$ cat config.mk
export PLATFORM = sky130hd
export DESIGN_NAME = muldiv_unit
export DESIGN_NICKNAME = d
export VERILOG_FILES = /design/src/rtl/muldiv_unit.sv
export SDC_FILE = /design/constraint.sdc
export NUM_CORES = 1
export LEC_CHECK = 0
export CAP_MARGIN = 15
export CORE_ASPECT_RATIO = 0.9
export CORE_MARGIN = 10
export CORE_UTILIZATION = 35
export DETAILED_ROUTE_END_ITERATION = 7
export DONT_BUFFER_PORTS = 1
export GPL_ROUTABILITY_DRIVEN = 0
export GPL_TIMING_DRIVEN = 0
export HOLD_SLACK_MARGIN = 0.12
export PLACE_DENSITY = 0.45
export REMOVE_ABC_BUFFERS = 1
export SLEW_MARGIN = 20
export SYNTH_ARGS = -nofsm -noshare
export SYNTH_HDL_FRONTEND = slang
export SYNTH_SLANG_ARGS = --single-unit
export TNS_END_PERCENT = 5
$ cat constraint.sdc
create_clock -name clk -period 10.62 [get_ports clk]
set_input_delay 0.531 -clock clk [delete_from_list [all_inputs] [get_ports clk]]
set_output_delay 0.531 -clock clk [all_outputs]
set_load 0.1 [all_outputs]
$ cat src/rtl/muldiv_unit.sv
// muldiv_unit: iterative RV32M multiply/divide, radix-2 shift-add multiply and restoring divide,
// one-cycle register-file write pulse on completion.
module muldiv_unit #(
    parameter int XLEN     = 32,
    parameter int RD_WIDTH = 5
) (
    input  logic                clk,
    input  logic                rst_n,
    input  logic                start,
    input  logic [2:0]          funct3,
    input  logic [XLEN-1:0]     op_a,
    input  logic [XLEN-1:0]     op_b,
    input  logic [RD_WIDTH-1:0] rd_in,
    output logic                busy,
    output logic                done,
    output logic                we,
    output logic [RD_WIDTH-1:0] rd_out,
    output logic [XLEN-1:0]     result
);
    localparam int CW = $clog2(XLEN);

    typedef enum logic [1:0] {IDLE, RUN, DONE} state_t;

    state_t                state_q, state_d;
    logic [CW-1:0]         cnt_q, cnt_d;
    logic [XLEN-1:0]       hi_q, hi_d, lo_q, lo_d, m_q, m_d, result_q, result_d;
    logic [2:0]            f_q, f_d;
    logic                  neg_q, neg_d;
    logic [RD_WIDTH-1:0]   rd_q, rd_d;

    logic                  a_neg, b_neg, div_zero, div_ovf, ge;
    logic [XLEN-1:0]       a_mag, b_mag, step_hi, step_lo, qr, fin;
    logic [XLEN:0]         sum, rem_t, diff;
    logic [2*XLEN-1:0]     prod;

    // Signed-ness per op: MULH both, MULHSU rs1 only, DIV/REM both.
    assign a_neg    = op_a[XLEN-1] & (funct3[2] ? !funct3[0] : (funct3 == 3'b001 || funct3 == 3'b010));
    assign b_neg    = op_b[XLEN-1] & (funct3[2] ? !funct3[0] : (funct3 == 3'b001));
    assign a_mag    = a_neg ? -op_a : op_a;
    assign b_mag    = b_neg ? -op_b : op_b;
    assign div_zero = op_b == '0;
    assign div_ovf  = !funct3[0] && op_a == {1'b1, {(XLEN-1){1'b0}}} && &op_b;

    // hi holds the accumulator/partial remainder, lo the multiplier/dividend shifting into the quotient.
    assign sum     = {1'b0, hi_q} + (lo_q[0] ? {1'b0, m_q} : '0);
    assign rem_t   = {hi_q, lo_q[XLEN-1]};
    assign diff    = rem_t - {1'b0, m_q};
    assign ge      = !diff[XLEN];
    assign step_hi = f_q[2] ? (ge ? diff[XLEN-1:0] : rem_t[XLEN-1:0]) : sum[XLEN:1];
    assign step_lo = f_q[2] ? {lo_q[XLEN-2:0], ge} : {sum[0], lo_q[XLEN-1:1]};
    assign prod    = neg_q ? -{step_hi, step_lo} : {step_hi, step_lo};
    assign qr      = f_q[1] ? step_hi : step_lo;
    assign fin     = f_q[2] ? (neg_q ? -qr : qr)
                            : (f_q[1:0] == 2'b00 ? prod[XLEN-1:0] : prod[2*XLEN-1:XLEN]);

    always_comb begin
        state_d  = state_q;
        cnt_d    = cnt_q;
        hi_d     = hi_q;
        lo_d     = lo_q;
        m_d      = m_q;
        neg_d    = neg_q;
        f_d      = f_q;
        rd_d     = rd_q;
        result_d = result_q;
        case (state_q)
            IDLE: if (start) begin
                f_d   = funct3;
                rd_d  = rd_in;
                cnt_d = '0;
                hi_d  = '0;
                lo_d  = funct3[2] ? a_mag : b_mag;
                m_d   = funct3[2] ? b_mag : a_mag;
                neg_d = (funct3[2] && funct3[1]) ? a_neg : a_neg ^ b_neg;
                state_d = RUN;
                if (funct3[2] && div_zero) begin
                    result_d = funct3[1] ? op_a : '1;
                    state_d  = DONE;
                end else if (funct3[2] && div_ovf) begin
                    result_d = funct3[1] ? '0 : op_a;
                    state_d  = DONE;
                end
            end
            RUN: begin
                hi_d  = step_hi;
                lo_d  = step_lo;
                cnt_d = cnt_q + CW'(1);
                if (cnt_q == CW'(XLEN-1)) begin
                    result_d = fin;
                    state_d  = DONE;
                end
            end
            default: state_d = IDLE;
        endcase
    end

    always_ff @(posedge clk or negedge rst_n) begin
        if (!rst_n) begin
            state_q  <= IDLE;
            cnt_q    <= '0;
            hi_q     <= '0;
            lo_q     <= '0;
            m_q      <= '0;
            neg_q    <= 1'b0;
            f_q      <= '0;
            rd_q     <= '0;
            result_q <= '0;
        end else begin
            state_q  <= state_d;
            cnt_q    <= cnt_d;
            hi_q     <= hi_d;
            lo_q     <= lo_d;
            m_q      <= m_d;
            neg_q    <= neg_d;
            f_q      <= f_d;
            rd_q     <= rd_d;
            result_q <= result_d;
        end
    end

    assign busy   = state_q != IDLE;
    assign done   = state_q == DONE;
    assign we     = done && rd_q != '0;
    assign rd_out = rd_q;
    assign result = result_q;
endmodule

==> key figures <==
Placement
  – # placed instances: around 3100
  – HPWL Detailed: 60.1 mm
  – Post-place setup slack: approximately 2600 ps
  – PortBufs: 0
  – Post-place instance area: 18700 um2

Clocking
  – Clock Path Buffers: 2
  – CTS buffer count: 17
  – Worst-Skew Late Latency: roughly 460 ps
  – Clock tree root buffer cell: clkbuf_16
  – TritonCTS Sinks: 144
  – PostCTS Resize Cnt: 0
  – Total number of H-tree levels: 4
  – Clk pin slew, worst setup/hold paths: roughly 70 ps
  – CTS tree: built

Route
  – DR vias: 19200
  – Routed WL per cell: 25.3 um
  – Drc violations: 0
  – Iter 0 DRT Violations: approximately 2000
  – Vias per cell: 6.20
  – DRT Pass-1 Iters: 8
  – Routed WL: around 80 mm
  – ANT nets after route: 0

Synth
  – Post-Synthesis Cells: ~2500
  – Sequential cell area fraction in the yosys report: 19.9%
  – Post-Syn Area: 18100 um2
  – Largest cells by area after synthesis: dfrtp_1 20%, a21oi_1 7.1%, o21ai_0 7.0%
  – Post-synth EDFFs: 0
  – Post-synth ARST share: 100%
  – Mean Syn Cell Area: 7.18 um2
  – Top cell type by total area after synthesis: dfrtp_1
  – Most frequent cell after synthesis: nand2_1
  – Top FF cell, synth: dfrtp_1
  – Netlist cell types: 106
  – Yosys warnings: 0
  – Most common library cells after synthesis: 300 x nand2_1, 257 x a21oi_1, 253 x o21ai_0
  – Yosys reg bits: approximately 140
  – Synth top area share: 19.9%

Setup path
  – CP max-delay cell: a2111oi_1
  – Worst setup path end: result[16]
  – Reg2reg setup slack: around 2400 ps
  – Crit Path Category: reg -> reg
  – Largest stage delay, worst path: approximately 900 ps
  – Reg2reg end: result[16]
  – Critical Path Sink Type: flip-flop
  – Kind of cell adding the most delay to the critical path: compound AO/OA/AOI/OAI gates
  – CP Launch Point: lo_q[31]
  – Required @ worst endpoint: ~11000 ps
  – R2R cell count: 25
  – Crit-path most repeated cell: a21oi_1
  – CP Depth: 25
  – Setup crit start kind: flip-flop
  – Arr. time, crit path: between 8000 and 9000 ps
  – Worst Path Buf+Inv: 3
  – Max Fanout on Critical Path: 38
  – Critical R2R Launch: lo_q[31]

Outcome
  – Status: finished, final reports clean

Finish
  – Finished Layout Cells: a little over 3000
  – Final Cell Area: slightly below 20000 um2
  – Synthesis-to-layout area growth: 7.17%
  – Fin nets: approximately 2500
  – Layout cell share with drive strength beyond 1: under 10%
  – Final Core Density: 37.7%

Flow run
  – Max_cap viols: 0

Floorplanning
  – # IOs: between 100 and 150
  – Std-Cell Rows: ~80
  – Chip height: ~240 um
  – Die W: around 260 um
  – Die area: around 61000 um2
  – Core Region: 51500 um2
  – Initial Util: around a third

STA
  – Fin Clk Skew: roughly 9 ps
  – Fmax: between 100 and 150 MHz
  – Final slew viol count: 0
  – Fin crit share: between 70% and 80%
  – Fin. Hold Viols: 0
  – RSZ-0062 raised after global routing: no
  – Final setup fails: 0
  – Worst relative slew slack: 30.1%
  – Slew @ Worst Pin: roughly 1000 ps
  – Post-route setup slack: around 2400 ps
  – Fin crit period: 8250 ps

GRT
  – Global-route wire length before repair: about 120 mm
  – Initial antenna violation count: 6
  – GRT overflow: 0
  – Pin count of the biggest net entering global routing: 145
  – GRT Overall Usage: around a quarter
  – Vias in the first global route: 17800

Hold path
  – Min-Delay Path Class: in -> async
-- registers in the layout, summed over array words and instances (netlist names) --
name     cells
lo_q        32
m_q         32
hi_q        32
neg_q        1
cnt_q        5
state_q      2
result      32
f_q          3
rd_out       5
-- worst reg2reg max path, stage by stage (launching register included) --
cell and delay (ps):
dfrtp_1 540, inv_1 310, ha_1 230, inv_1 60, fa_1 430, a211oi_1 450
o211ai_1 280, and3_1 250, o21ai_1 370, a211o_4 380, buf_16 290, nor2_1 210
a21oi_1 320, ha_1 260, and2_1 250, nand3_1 160, nor4_2 450, o21ai_0 190
mux2_2 340, or4_1 610, nor4_4 400, nand2_1 90, o21ai_0 110, a21oi_1 100
a2111oi_1 920, a21oi_1 80
-- cell usage in the layout, fill, tap and decap left out, types with 16 or more instances in the layout --
master | netlist | layout
clkbuf_16 | 0 | 17
xnor2_1 | 87 | 87
nor2_1 | 207 | 204
o221ai_1 | 18 | 18
a211oi_1 | 35 | 35
o21a_1 | 26 | 26
o31ai_1 | 37 | 37
o211ai_1 | 43 | 43
mux2i_1 | 61 | 61
dfrtp_1 | 144 | 140
o21ai_0 | 253 | 253
ha_1 | 71 | 71
a31oi_1 | 28 | 28
nand4_1 | 27 | 27
nor3_1 | 77 | 76
nand2_1 | 300 | 299
nor4_1 | 19 | 19
or3_1 | 34 | 34
nand3_1 | 79 | 79
and2_1 | 56 | 55
a21o_1 | 21 | 20
and3_1 | 21 | 21
mux2_2 | 26 | 26
nand2b_1 | 22 | 21
a221oi_1 | 16 | 16
a21oi_1 | 257 | 257
inv_1 | 74 | 73
xor2_1 | 62 | 62
-- how the worst min path moves through the flow --
stage,slack (ps),to,cells after the start
CTS,130,hi_q[28],1
floorplan,240,cnt_q[0],0
global route,130,m_q[27],1
detailed placement,250,hi_q[28],0
finish,70,hi_q[27],1
global placement,250,hi_q[28],0
-- through the flow --
step | setup TNS [ps] | hold WS, ps
after global routing | 0 | 126
after floorplan | 0 | 235
after CTS | 0 | 133
after detailed placement | 0 | 248
final | 0 | 71.5
after global placement | -81490 | 248
-- routing by layer --
metal  track usage [%]  vias to the layer above  wire length, um
met3              5.48                       58             6600
met4              5.91                        2             1340
li1                  -                     9061                -
met2              37.0                      793            33600
met5                 0                        -               13
met1              35.7                     9273            36700
-- final cells by class --
cell class / instances / area [um2]
fillers: 5420 / 32100
multi-input cells: 2131 / 13600
flip-flops and latches: 144 / 3620
well taps: 688 / 861
clock buffers: 23 / 478
repair buffers: 24 / 469
inverters: 75 / 284
clock inverters: 9 / 154
diodes: 2 / 5.00
-- cells by family after synthesis --
kind of cell	after synthesis	synth area share, %
buffers and inverters	249	5.79
xor gates and xnor gates	149	7.20
adders and majority gates	73	5.12
muxes	94	5.70
DFF	144	19.9
AOI/OAI and AO/OA	891	31.4
and+or+nand+nor	924	24.9
-- what timing repair did --
action | in CTS | in global routing
setup endpoints to repair | 0 | 0
hold buffers | 1 | 0
buffers inserted | 0 | 0
hold endpoints to repair | 144 | 0
Power is left out: the tool's default activity adds up to more than one toggle a clock period on the data nets, which glitch-free logic cannot reach.
